File: config.mk
export PLATFORM = sky130hd
export DESIGN_NAME = uart_boot_loader
export DESIGN_NICKNAME = d
export VERILOG_FILES = /design/src/rtl/boot_pkg.sv /design/src/rtl/uart_rx_core.sv /design/src/rtl/uart_boot_loader.sv
export SDC_FILE = /design/constraint.sdc
export NUM_CORES = 1
export LEC_CHECK = 0
export ABC_AREA = 1
export CORE_ASPECT_RATIO = 1.4
export CORE_UTILIZATION = 40
export DETAILED_ROUTE_END_ITERATION = 12
export PLACE_DENSITY_LB_ADDON = 0.15
export SYNTH_ARGS = -nofsm -noshare
export SYNTH_HDL_FRONTEND = slang
export SYNTH_SLANG_ARGS = --single-unit
File: constraint.sdc
create_clock -name clk -period 4.34 [get_ports clk]
set_input_delay 0.434 -clock clk [delete_from_list [all_inputs] [get_ports clk]]
set_output_delay 0.434 -clock clk [all_outputs]
set_load 0.005 [all_outputs]
File: src/rtl/boot_pkg.sv
// Shared types and constants for the UART boot loader.
package boot_pkg;

  typedef enum logic [2:0] {
    WAIT_SYNC,
    LEN_LO,
    LEN_HI,
    DATA,
    DONE
  } load_state_t;

  localparam logic [7:0]  SYNC_BYTE  = 8'hA5;
  localparam int unsigned LEN_BYTES  = 2;
  localparam int unsigned WORD_BYTES = 4;

endpackage

File: src/rtl/uart_rx_core.sv
// 8N1 UART receiver: input synchronizer, mid-bit sampling, glitch-filtered start.
module uart_rx_core #(
  parameter int unsigned CLKS_PER_BIT = 868
) (
  input  logic       clk,
  input  logic       rstn,
  input  logic       rx,
  output logic       byte_valid,
  output logic [7:0] byte_data,
  output logic       frame_err
);

  localparam int unsigned CW = $clog2(CLKS_PER_BIT + 1);
  localparam logic [CW-1:0] HALF_M1 = CW'(CLKS_PER_BIT / 2 - 1);
  localparam logic [CW-1:0] FULL_M1 = CW'(CLKS_PER_BIT - 1);

  typedef enum logic [1:0] {RX_IDLE, RX_START, RX_DATA, RX_STOP} rx_state_t;

  rx_state_t     state, state_next;
  logic          rx_meta, rx_sync, rx_prev;
  logic [CW-1:0] cnt;
  logic [2:0]    bit_idx;
  logic [7:0]    shreg;
  logic          half_hit, full_hit, fall;
  logic          stop_hit_c;

  assign half_hit = (cnt == HALF_M1);
  assign full_hit = (cnt == FULL_M1);
  assign fall     = rx_prev & ~rx_sync;

  // Two-flop synchronizer plus one delayed copy for edge detection
  always_ff @(posedge clk or negedge rstn) begin
    if (!rstn) begin
      rx_meta <= 1'b1;
      rx_sync <= 1'b1;
      rx_prev <= 1'b1;
    end else begin
      rx_meta <= rx;
      rx_sync <= rx_meta;
      rx_prev <= rx_sync;
    end
  end

  // Receiver state register
  always_ff @(posedge clk or negedge rstn) begin
    if (!rstn) state <= RX_IDLE;
    else       state <= state_next;
  end

  // Receiver next-state logic
  always_comb begin
    state_next = state;
    case (state)
      RX_IDLE:  if (fall) state_next = RX_START;
      RX_START: if (half_hit) state_next = rx_sync ? RX_IDLE : RX_DATA;
      RX_DATA:  if (full_hit && bit_idx == 3'd7) state_next = RX_STOP;
      RX_STOP:  if (full_hit) state_next = RX_IDLE;
      default:  state_next = RX_IDLE;
    endcase
  end

  // Stop-bit sample point decode
  always_comb begin
    stop_hit_c = (state == RX_STOP) && full_hit;
  end

  // Bit-period counter, bit index, shift register and result strobes
  always_ff @(posedge clk or negedge rstn) begin
    if (!rstn) begin
      cnt        <= '0;
      bit_idx    <= '0;
      shreg      <= '0;
      byte_valid <= 1'b0;
      frame_err  <= 1'b0;
      byte_data  <= '0;
    end else begin
      if (state == RX_IDLE || state_next != state || full_hit) cnt <= '0;
      else                                                     cnt <= cnt + CW'(1);
      if (state == RX_START) bit_idx <= '0;
      if (state == RX_DATA && full_hit) begin
        shreg   <= {rx_sync, shreg[7:1]};
        bit_idx <= bit_idx + 3'd1;
      end
      byte_valid <= stop_hit_c & rx_sync;
      frame_err  <= stop_hit_c & ~rx_sync;
      if (stop_hit_c && rx_sync) byte_data <= shreg;
    end
  end

endmodule

File: src/rtl/uart_boot_loader.sv
// Loads a length-prefixed program image from UART into IMEM, then releases the core.
module uart_boot_loader
  import boot_pkg::*;
#(
  parameter int unsigned CLK_HZ     = 100_000_000,
  parameter int unsigned BAUD       = 115200,
  parameter int unsigned ADDR_WIDTH = 14
) (
  input  logic                  clk,
  input  logic                  rstn,
  input  logic                  uart_rx,
  output logic                  imem_we,
  output logic [ADDR_WIDTH-1:0] imem_addr,
  output logic [31:0]           imem_wdata,
  output logic                  cpu_rstn,
  output logic                  busy,
  output logic                  err
);

  localparam int unsigned CLKS_PER_BIT = CLK_HZ / BAUD;
  localparam int unsigned CW           = ADDR_WIDTH + 1;
  localparam int unsigned DEPTH        = 2 ** ADDR_WIDTH;

  load_state_t   state, state_next;
  logic          rx_valid, rx_ferr;
  logic [7:0]    rx_data;
  logic [7:0]    len_lo;
  logic [15:0]   len;
  logic [15:0]   len_full;
  logic [CW-1:0] word_cnt;
  logic [1:0]    byte_idx;
  logic [23:0]   word_buf;
  logic          last_byte, last_word, len_bad;
  logic          busy_c, release_c, ferr_c, write_c;

  uart_rx_core #(.CLKS_PER_BIT(CLKS_PER_BIT)) u_rx (
    .clk        (clk),
    .rstn       (rstn),
    .rx         (uart_rx),
    .byte_valid (rx_valid),
    .byte_data  (rx_data),
    .frame_err  (rx_ferr)
  );

  assign len_full  = {rx_data, len_lo};
  assign len_bad   = 32'(len_full) > DEPTH;
  assign last_byte = (byte_idx == 2'(WORD_BYTES - 1));
  assign last_word = (32'(word_cnt) + 32'd1) == 32'(len);

  // Loader state register
  always_ff @(posedge clk or negedge rstn) begin
    if (!rstn) state <= WAIT_SYNC;
    else       state <= state_next;
  end

  // Loader next-state logic
  always_comb begin
    state_next = state;
    case (state)
      WAIT_SYNC: if (rx_valid && rx_data == SYNC_BYTE) state_next = LEN_LO;
      LEN_LO: begin
        if (rx_ferr)       state_next = WAIT_SYNC;
        else if (rx_valid) state_next = LEN_HI;
      end
      LEN_HI: begin
        if (rx_ferr) state_next = WAIT_SYNC;
        else if (rx_valid) begin
          if (len_full == 16'd0) state_next = DONE;
          else if (len_bad)      state_next = WAIT_SYNC;
          else                   state_next = DATA;
        end
      end
      DATA: begin
        if (rx_ferr)                                state_next = WAIT_SYNC;
        else if (rx_valid && last_byte && last_word) state_next = DONE;
      end
      DONE:    state_next = DONE;
      default: state_next = WAIT_SYNC;
    endcase
  end

  // Loader output decode, registered below
  always_comb begin
    busy_c    = (state == LEN_LO) || (state == LEN_HI) || (state == DATA);
    release_c = (state == DONE);
    ferr_c    = busy_c && rx_ferr;
    write_c   = (state == DATA) && rx_valid && last_byte;
  end

  // Byte assembler, word counter and output registers
  always_ff @(posedge clk or negedge rstn) begin
    if (!rstn) begin
      imem_we    <= 1'b0;
      imem_addr  <= '0;
      imem_wdata <= '0;
      cpu_rstn   <= 1'b0;
      busy       <= 1'b0;
      err        <= 1'b0;
      len_lo     <= '0;
      len        <= '0;
      word_cnt   <= '0;
      byte_idx   <= '0;
      word_buf   <= '0;
    end else begin
      imem_we  <= write_c;
      busy     <= busy_c;
      cpu_rstn <= release_c;
      if (ferr_c || (state == LEN_HI && rx_valid && len_bad)) err <= 1'b1;
      if (write_c) begin
        imem_addr  <= word_cnt[ADDR_WIDTH-1:0];
        imem_wdata <= {rx_data, word_buf};
      end
      if (ferr_c) begin
        word_cnt <= '0;
        byte_idx <= '0;
        word_buf <= '0;
      end else if (rx_valid) begin
        case (state)
          LEN_LO: len_lo <= rx_data;
          LEN_HI: begin
            len      <= len_full;
            word_cnt <= '0;
            byte_idx <= '0;
          end
          DATA: begin
            byte_idx <= byte_idx + 2'd1;
            if (last_byte) word_cnt <= word_cnt + CW'(1);
            else           word_buf[{byte_idx, 3'b000} +: 8] <= rx_data;
          end
          default: ;
        endcase
      end
    end
  end

endmodule
==> results of run 1 <==
[critical path, delay by kind of cell, from the launching register on]
kind,cells,cell delay (ns)
simple gates,5,1.48
compound gates,1,0.11
flops,1,0.40
fa+ha+maj,1,0.21
[flip-flops by register name, summed over array words and instances, names as in the netlist, 2 cells and up]
name            flops
imem_addr          14
u_rx.cnt           10
len_lo              8
word_buf           24
u_rx.shreg          8
u_rx.byte_data      8
imem_wdata         32
u_rx.bit_idx        3
u_rx.state          2
len                16
word_cnt           15
state               3
byte_idx            2
[logic make-up after synthesis]
kind of cell             after synthesis
adder cells (fa/ha/maj)               10
buffers and inverters                113
flip-flops                           154
AND/OR/NAND/NOR                      339
XOR/XNOR                               8
multiplexers                           1
AO/OA/AOI/OAI                        135
[final cells by class]
cell class                      instances  area (um^2)  area share (%)
Clock inverter                         12          140            1.74
Tap cell                              199          249            3.09
Inverter                               93          349            4.33
Clock buffer                           20          457            5.67
Sequential cell                       154         3860            47.9
Timing Repair Buffer                   54          537            6.66
Multi-Input combinational cell        493         2460            30.6
[power by group]
| group | internal (mW) | leakage [nW] | switching, mW |
|---|---|---|---|
| clock network | 0.884 | 0.284 | 0.608 |
| logic | 0.0407 | 1.15 | 0.0789 |
| registers | 1.47 | 2.12 | 0.0295 |
[worst min path at each step]
stage	to	slack [ns]	cells after the start
final	imem_wdata[4]$_DFFE_PN0P_	0.10	1
after CTS	imem_wdata[4]$_DFFE_PN0P_	0.14	1
after floorplan	busy$_DFF_PN0_	0.14	0
after detailed placement	u_rx.rx_sync$_DFF_PN1_	0.35	0
after global placement	u_rx.rx_sync$_DFF_PN1_	0.35	0
after global routing	imem_wdata[4]$_DFFE_PN0P_	0.15	1
[cell usage in the layout (no fill, tap or decap), types with 3 or more instances in the layout]
cell type,instances
nor3_1,11
inv_6,3
o32ai_1,9
nor4_1,4
nand3b_1,5
nor2_2,4
nand4_1,10
nor3b_1,3
clkinv_4,3
a21oi_1,8
nand2_2,5
clkdlybuf4s50_1,51
ha_1,10
nand2_1,197
xor2_1,6
o21ai_0,86
dfrtp_1,151
inv_1,90
clkbuf_16,17
dfstp_2,3
nand3_1,48
clkinvlp_4,3
nor2_1,44
o22ai_1,27
[metal layers]
metal / routed length, um / global-route usage [%]
met5: 0 / 0
met4: 476 / 10.7
met3: 769 / 4.04
met2: 7890 / 32.7
met1: 6870 / 24.3
[through the flow]
stage / setup WS, ns / hold WS, ns / util, %
detailed placement: 2.08 / 0.349 / 45.7
global route: 1.82 / 0.147 / 49.4
floorplan: 2.60 / 0.138 / -
global placement: 2.17 / 0.346 / 45.7
finish: 2.06 / 0.101 / 49.4
CTS: 2.06 / 0.137 / 49.4
==> impl_metrics.py, run 1 <==
metrics = {
    "status": {
        "status": "finished with violations",
        "violations": "design-rule violations",
    },
    "synthesis": {
        "ys_top_cells_by_count": "nand2_1 (197), dfrtp_1 (151), inv_1 (90)",
        "synth_most_common_cell": "nand2_1",
        "synthCells": 760,
        "ys.flop_type": "dfrtp_1",
        "async_flop_share_pct": 100,
        "ys_seq_area_share_pct": 57.1,
        "ys_ff_latch": 154,
        "yosys.area_share.adder_pct": 1.85,
        "synth_area_leaders": "dfrtp_1 (56%), nand2_1 (11%), o21ai_0 (6.4%)",
        "synth_top_area_share_pct": 55.9,
        "synth.area.mux_share_pct": 0.167,
        "synthDistinctLibCells": 37,
        "synth-edff-count": 0,
        "avgSynthCellArea_um2": 8.89,
        "synth-simple-area-share_pct": 22.0,
        "syn-cell-area_um2": 6760,
        "yosysTopAreaCell": "dfrtp_1",
        "yosysWarnings": 0,
        "yosys.area_share.xor_xnor_pct": 1.24,
        "synth_top_family_by_area": "simple AND/OR/NAND/NOR gates",
        "synth_compound_area_share_pct": 11.3,
        "synth_nets": 773,
    },
    "finish": {
        "n_fill_cell": 1507,
        "design_area_um2": 8050,
        "layout.nets": 826,
        "drive_gt1_share_pct": 6.90,
        "area_growth_pct": 19.2,
        "stdcell_count": 1025,
        "antennaDiodeCount": 0,
    },
    "flow_run": {
        "maxCapViolations": 0,
    },
    "timing": {
        "rsz0062_at_grt": "no",
        "final.min_clock_period_ns": 2.28,
        "setup_viol": 0,
        "worst_pin_slew_ns": 1.17,
        "max_freq_ghz": 0.438,
        "hold_violations": 0,
        "fin_setup_tns_ns": 0,
        "slew_viol_final": 0,
        "skew_ns": 0.00541,
        "slew_headroom_pct": 21.8,
        "finalCritPeriodShare_pct": 52.6,
    },
    "setup_path": {
        "regToRegSetupSlack_ns": 2.06,
        "cp_slowest_cell": "nor3_2",
        "crit_path_start_kind": "flop",
        "critical_path.max_stage_delay_ns": 0.56,
        "cp-end-kind": "flop",
        "critPathCapture": "u_rx.byte_data[3]$_DFFE_PN0P_",
        "reg2reg_depth": 7,
        "arrival_ns": 2.63,
        "crit_path_frequent_cell": "nand3_1",
        "path_cells": "ha_1 > nand3_1 > nor3_2 > nand3_1 > nor2_2 > nand2_1 > o21ai_0",
        "startpoint": "u_rx.cnt[0]$_DFF_PN0_",
        "worstSetupPathType": "flop to flop",
        "r2r-end": "u_rx.byte_data[3]$_DFFE_PN0P_",
        "critPathMaxFanout": 17,
        "required_ns": 4.68,
        "rr_startpoint": "u_rx.cnt[0]$_DFF_PN0_",
    },
    "floorplan": {
        "core.rowCount": 55,
        "initial_core_util_pct": 41.4,
        "dieArea_um2": 17400,
        "die_w_um": 112,
        "core_area_um2": 16300,
        "io_pins": 53,
        "fp.dieH_um": 156,
    },
    "clock_network": {
        "post_cts_resized": 0,
        "postCtsHoldBufs": 0,
        "cts.clk_slew.worst_paths_ns": 0.06,
        "cts_tree": "yes",
        "cts_buffers": 17,
        "post_cts_buffers": 0,
        "clockBufferDepth": 2,
        "htreeDepth": 4,
        "clockRootBuffer": "clkbuf_16",
        "clkLatencyLatePin_ns": 0.43,
        "cts.sinks": 154,
    },
    "routing": {
        "vias": 5324,
        "viasPerCell": 5.19,
        "ant_nets": 0,
        "drc": 4,
        "post_drt_wl_per_cell_um": 15.6,
        "drtIter0Drc": 296,
        "firstDrtPassIters": 11,
        "wl_um": 16000,
    },
    "min_path": {
        "hold_class": "input port to asynchronous set/reset pin",
    },
    "global_routing": {
        "grt_remaining_overflow": 0,
        "grt_max_degree": 98,
        "grt_usage_pct": 19.8,
        "grt_pass1_wl_um": 26300,
        "grt_pass1_vias": 5187,
        "antenna_found_initial": 0,
    },
    "pwr": {
        "p_total_mw": 3.11,
        "power.density_nw_per_um2": 386,
        "p_leak_nw": 3.55,
        "ir_drop_v": 0.000229,
    },
    "placement": {
        "numPortBuffers": 52,
        "dp_cells": 993,
        "place_area_um2": 7460,
        "hpwl_um": 11400,
        "gp_congestion": 0.862,
    },
}
No activity file was read; power rests on OpenSTA's default activity.
==> run 2: changes to the inputs <==
clock period = 2.2 ns   (was 4.34 ns; I/O delays follow)
==> run 2 against run 1 <==
Against the previous run:
- the flow still finishes with violations (design-rule violations)
- design area is 1.4% higher
- worst setup slack worse by 1.9 ns
- sequential share of layout area decreased by 0.67 points
- fmax rose by 14%
- first-iteration DRC count is 17% higher
- global-route usage fell by 0.21 points
- sequential power increased by 97%
- largest cell class unchanged
==> impl_metrics.py, run 2 (same netlist as run 1, synthesis figures left out) <==
metrics = {
    "status": {
        "status": "finished with violations",
        "violations": "design-rule violations",
    },
    "finish": {
        "area_growth_pct": 20.9,
        "largest_reg_flops": 32,
        "n_fill_cell": 1524,
        "layout.nets": 838,
        "reg.largest.list": "imem_wdata (32), word_buf (24), len (16)",
        "final_cell_mix": "nand2_1 (197), dfrtp_1 (150), inv_1 (90), o21ai_0 (86), clkdlybuf4s50_1 (51)",
        "antennaDiodeCount": 0,
        "final_common_cell": "nand2_1",
        "drive_gt1_share_pct": 8.59,
        "stdcell_count": 1037,
        "top_register": "imem_wdata",
    },
    "routing": {
        "vias": 5352,
        "ant_nets": 0,
        "firstDrtPassIters": 11,
        "wl_um": 15900,
        "drtIter0Drc": 345,
        "post_drt_wl_per_cell_um": 15.3,
        "drc": 2,
        "viasPerCell": 5.16,
    },
    "global_routing": {
        "grt.busiest_layer": "met2",
        "use_met3_pct": 4.04,
        "antenna_found_initial": 0,
        "grt_pass1_wl_um": 26500,
        "grt_use_met2_pct": 34.5,
        "grt_usage_pct": 19.6,
        "grt_remaining_overflow": 0,
        "grt_max_degree": 84,
        "grt_pass1_vias": 5326,
        "use_met1_pct": 23.9,
    },
    "timing": {
        "max_freq_ghz": 0.501,
        "setup_viol": 0,
        "slew_viol_final": 0,
        "worst_pin_slew_ns": 0.670,
        "slew_headroom_pct": 55.2,
        "hold_violations": 0,
        "final.min_clock_period_ns": 2.00,
        "finalCritPeriodShare_pct": 90.7,
        "skew_ns": 0.00730,
        "fin_hold_ws_ns": 0.202,
    },
    "clock_network": {
        "clockRootBuffer": "clkbuf_16",
        "cts.sinks": 154,
        "cts.clk_slew.worst_paths_ns": 0.06,
        "post_cts_buffers": 0,
        "clockBufferDepth": 2,
        "htreeDepth": 4,
        "cts_buffers": 17,
        "cts_tree": "yes",
        "clkLatencyLatePin_ns": 0.42,
    },
    "pwr": {
        "p_leak_nw": 3.63,
        "power.density_nw_per_um2": 748,
        "ir_drop_v": 0.000535,
        "p_total_mw": 6.11,
    },
    "setup_path": {
        "critical_path.max_stage_delay_ns": 0.41,
        "path_cells": "ha_1 > nand3_1 > o21ai_0 > nand2_1 > nand2_1 > nand2_1 > inv_1 > nand4_1 > nor2_1 > nand2_1 > nand2_2 > nand2_2 > nand2_1 > nand2_1",
        "crit_path_start_kind": "flop",
        "arrival_ns": 2.31,
        "crit_buf_inv": 1,
        "crit_path_frequent_cell": "nand2_1",
        "cp-end-kind": "flop",
        "critPathMaxFanout": 5,
        "required_ns": 2.51,
        "critical_path.top_delay_family": "simple AND/OR/NAND/NOR gates",
        "worstSetupPathType": "flop to flop",
        "cp_slowest_cell": "dfrtp_2",
    },
    "flow_run": {
        "maxCapViolations": 0,
    },
    "floorplan": {
        "die_w_um": 112,
        "dieArea_um2": 17400,
        "core_area_um2": 16300,
        "initial_core_util_pct": 41.4,
        "fp.dieH_um": 156,
        "io_pins": 53,
        "core.rowCount": 55,
    },
    "placement": {
        "hpwl_um": 11700,
        "gp_congestion": 0.862,
        "dp_cells": 1004,
        "numPortBuffers": 52,
    },
    "min_path": {
        "hold_class": "input port to flop",
    },
}
-- run 2: worst paths after layout --
kind                                          from                          to  slack (ns)  cells past startpoint
min reg2reg                 u_rx.rx_meta$_DFF_PN1_      u_rx.rx_sync$_DFF_PN1_        0.36                      0
max in group asynchronous                     rstn    word_cnt[14]$_DFFE_PN0P_        1.15                      3
min                                        uart_rx      u_rx.rx_meta$_DFF_PN1_        0.20                      1
max                        word_cnt[0]$_DFFE_PN0P_        state[1]$_DFFE_PN0P_        0.20                     14
max reg2reg                word_cnt[0]$_DFFE_PN0P_        state[1]$_DFFE_PN0P_        0.20                     14
min in group asynchronous                     rstn  imem_wdata[31]$_DFFE_PN0P_        0.29                      2
-- run 2: power by group --
| group | switching [mW] | internal, mW |
|---|---|---|
| Sequential | 0.0582 | 2.90 |
| Clock | 1.13 | 1.77 |
| Combinational | 0.157 | 0.0845 |
| Total | 1.35 | 4.76 |
-- run 2: cell type report --
class / instances / area, um^2 / share of cell area (%)
clock buffers: 19 / 433 / 5.30
clock inverters: 13 / 151 / 1.85
inverters: 93 / 349 / 4.27
multi-input cells: 493 / 2470 / 30.3
flip-flops and latches: 154 / 3860 / 47.2
well taps: 199 / 249 / 3.05
repair buffers: 66 / 654 / 8.01
-- run 2: through the flow --
stage               setup slack (ns)  util, %  cell area (um^2)  setup TNS [ns]
global placement               0.246     46.4              7560               0
global route                 -0.0109     50.1              8170         -0.0119
CTS                            0.127     50.0              8160               0
detailed placement             0.128     46.4              7560               0
floorplan                      0.461        -              6760               0
finish                         0.204     50.1              8170               0
-- run 2: worst reg2reg max path, stage by stage (launching register included) --
cell	delay, ns
dfrtp_2	0.41
ha_1	0.20
nand3_1	0.17
o21ai_0	0.29
nand2_1	0.13
nand2_1	0.08
nand2_1	0.05
inv_1	0.05
nand4_1	0.06
nor2_1	0.11
nand2_1	0.08
nand2_2	0.08
nand2_2	0.06
nand2_1	0.07
nand2_1	0.05
-- run 2: metal layers --
metal	wire (um)	part of all wire (%)
met3	533	3.4
met5	0	0
met4	248	1.6
met1	6970	44
met2	8110	51
-- run 2: timing repair --
item	in CTS	in global routing
endpoints found under the hold margin	43	0
resized for setup	0	5
endpoints found under the setup margin	0	3
hold buffers	1	0
==> run 3: changes to the inputs <==
REMOVE_ABC_BUFFERS = 1   (was not set)
==> run 3 against run 2 <==
Against the previous run:
- the run still ends with design-rule violations left
- power fell by 3.2%
- register-to-register slack got worse by 0.02 ns
- sequential cell count did not move
==> impl_metrics.py, run 3 (same netlist as run 1, synthesis figures left out) <==
metrics = {
    "routing": {
        "wl_um": 16000,
        "vias": 5382,
        "post_drt_wl_per_cell_um": 15.4,
        "viasPerCell": 5.18,
        "drtIter0Drc": 254,
        "drc": 4,
        "ant_nets": 0,
        "firstDrtPassIters": 9,
    },
    "min_path": {
        "hold_end": "u_rx.rx_meta$_DFF_PN1_",
        "worstHoldStart": "uart_rx",
        "hold_class": "input port to flop",
        "worstHoldPathCells": 1,
    },
    "finish": {
        "final_common_cell": "nand2_1",
        "layout.nets": 841,
        "area_growth_pct": 21.4,
        "n_fill_cell": 1507,
        "final_util_pct": 50.3,
        "top_register": "imem_wdata",
        "drive_gt1_share_pct": 8.92,
        "reg.largest.list": "imem_wdata (32), word_buf (24), len (16)",
        "final_cell_mix": "nand2_1 (196), dfrtp_1 (150), inv_1 (90), o21ai_0 (86), clkdlybuf4s50_1 (51)",
        "design_area_um2": 8200,
        "largest_reg_flops": 32,
        "stdcell_count": 1040,
        "antennaDiodeCount": 0,
    },
    "flow_run": {
        "maxCapViolations": 0,
    },
    "timing": {
        "slew_headroom_pct": 55.9,
        "max_freq_ghz": 0.497,
        "slew_viol_final": 0,
        "hold_violations": 0,
        "final.min_clock_period_ns": 2.01,
        "fin_setup_tns_ns": 0,
        "worst_pin_slew_ns": 0.659,
        "setup_viol": 0,
        "skew_ns": 0.0153,
        "finalCritPeriodShare_pct": 91.5,
    },
    "placement": {
        "place_area_um2": 7610,
        "dp_cells": 1005,
        "numPortBuffers": 52,
        "hpwl_um": 11600,
        "gp_congestion": 0.853,
    },
    "global_routing": {
        "grt_usage_pct": 20.0,
        "grt_pass1_vias": 5415,
        "grt_pass1_wl_um": 27100,
        "grt_remaining_overflow": 0,
        "antenna_found_initial": 0,
        "grt_max_degree": 92,
    },
    "clock_network": {
        "cts.clk_slew.worst_paths_ns": 0.06,
        "clockBufferDepth": 2,
        "clockRootBuffer": "clkbuf_16",
        "clkLatencyLatePin_ns": 0.42,
        "htreeDepth": 4,
        "cts_buffers": 17,
        "cts_tree": "yes",
        "cts.sinks": 154,
    },
    "setup_path": {
        "cp-end-kind": "flop",
        "required_ns": 2.50,
        "r2r-end": "state[0]$_DFFE_PN0P_",
        "arrival_ns": 2.31,
        "crit_buf_inv": 0,
        "reg2reg_depth": 11,
        "cp_slowest_cell": "dfrtp_1",
        "crit_path_start_kind": "flop",
        "regToRegSetupSlack_ns": 0.19,
        "rr_startpoint": "word_cnt[8]$_DFFE_PN0P_",
        "crit_path_frequent_cell": "nand2_1",
        "path_cells": "nand2_1 > nor2_1 > nand3_1 > xnor3_1 > nand2_1 > nor2_1 > nand2_1 > nand2_2 > nand2_2 > nand2_1 > nand2_1",
        "critPathMaxFanout": 4,
        "critical_path.max_stage_delay_ns": 0.41,
        "worstSetupPathType": "flop to flop",
        "critical_path.top_delay_family": "simple AND/OR/NAND/NOR gates",
    },
    "status": {
        "violations": "design-rule violations",
        "status": "finished with violations",
    },
    "floorplan": {
        "core.rowCount": 55,
        "core_area_um2": 16300,
        "die_w_um": 112,
        "initial_core_util_pct": 41.4,
        "io_pins": 53,
        "dieArea_um2": 17400,
        "fp.dieH_um": 156,
    },
    "pwr": {
        "p_leak_nw": 3.62,
        "ir_drop_v": 0.000490,
        "power.density_nw_per_um2": 722,
    },
}
run 3: changes by cell type in the layout (fill, tap and decap cells not counted), sizes merged:
cell,change
clkinvlp,+5
buf,+3
clkinv,-3
bufinv,-2
clkbuf,+1
inv,-1
run 3: worst register-to-register path, cell delays in order, from the launching register on:
cell	delay, ns
dfrtp_1	0.41
nand2_1	0.13
nor2_1	0.29
nand3_1	0.27
xnor3_1	0.30
nand2_1	0.08
nor2_1	0.09
nand2_1	0.07
nand2_2	0.08
nand2_2	0.07
nand2_1	0.07
nand2_1	0.05
run 3: how the worst max path moves through the flow:
stage	start	endpoint	slack (ns)	depth (start not counted)
final	word_cnt[8]$_DFFE_PN0P_	state[0]$_DFFE_PN0P_	0.19	11
after global routing	word_cnt[0]$_DFFE_PN0P_	state[1]$_DFFE_PN0P_	-0.003	16
after CTS	word_cnt[0]$_DFFE_PN0P_	state[0]$_DFFE_PN0P_	0.17	14
after detailed placement	word_cnt[0]$_DFFE_PN0P_	state[1]$_DFFE_PN0P_	0.19	14
after global placement	word_cnt[8]$_DFFE_PN0P_	state[1]$_DFFE_PN0P_	0.26	11
after floorplan	u_rx.cnt[0]$_DFF_PN0_	u_rx.byte_data[0]$_DFFE_PN0P_	0.37	6
run 3: power by group:
part	leakage, nW	switching (mW)	total (mW)	internal (mW)
registers	2.12	0.0573	2.96	2.90
clock network	0.258	1.13	2.71	1.57
logic	1.24	0.158	0.247	0.0883
total	3.62	1.35	5.92	4.57
run 3: area by class of cell:
type / count / area, um^2 / area share, %
Sequential cell: 154 / 3860 / 47.1
Multi-Input combinational cell: 493 / 2480 / 30.2
Timing Repair Buffer: 69 / 714 / 8.71
Inverter: 93 / 349 / 4.26
Clock inverter: 12 / 101 / 1.24
Tap cell: 199 / 249 / 3.04
Clock buffer: 20 / 447 / 5.45
run 3: metrics by stage:
stage	setup slack [ns]	power [mW]	hold WS [ns]
after floorplan	0.366	3.15	-0.0756
after global placement	0.255	3.25	0.215
after detailed placement	0.190	3.27	0.224
after CTS	0.169	5.99	0.190
after global routing	-0.00281	6.15	0.188
final	0.188	5.92	0.206
run 3: metal layers:
metal	part of all wire, %	vias up	track usage, %	routed length (um)
met5	0	-	0	0
met1	41	2608	22.6	6500
met3	2.8	29	4.35	451
met4	2.9	0	8.17	468
li1	-	2636	-	-
met2	54	109	36.6	8620
run 3: what timing repair did:
item | CTS | global route
endpoints found under the hold margin | 49 | 0
endpoints found under the setup margin | 0 | 3
setup buffers | 0 | 2
hold buffers | 1 | 0
resized for setup | 0 | 6
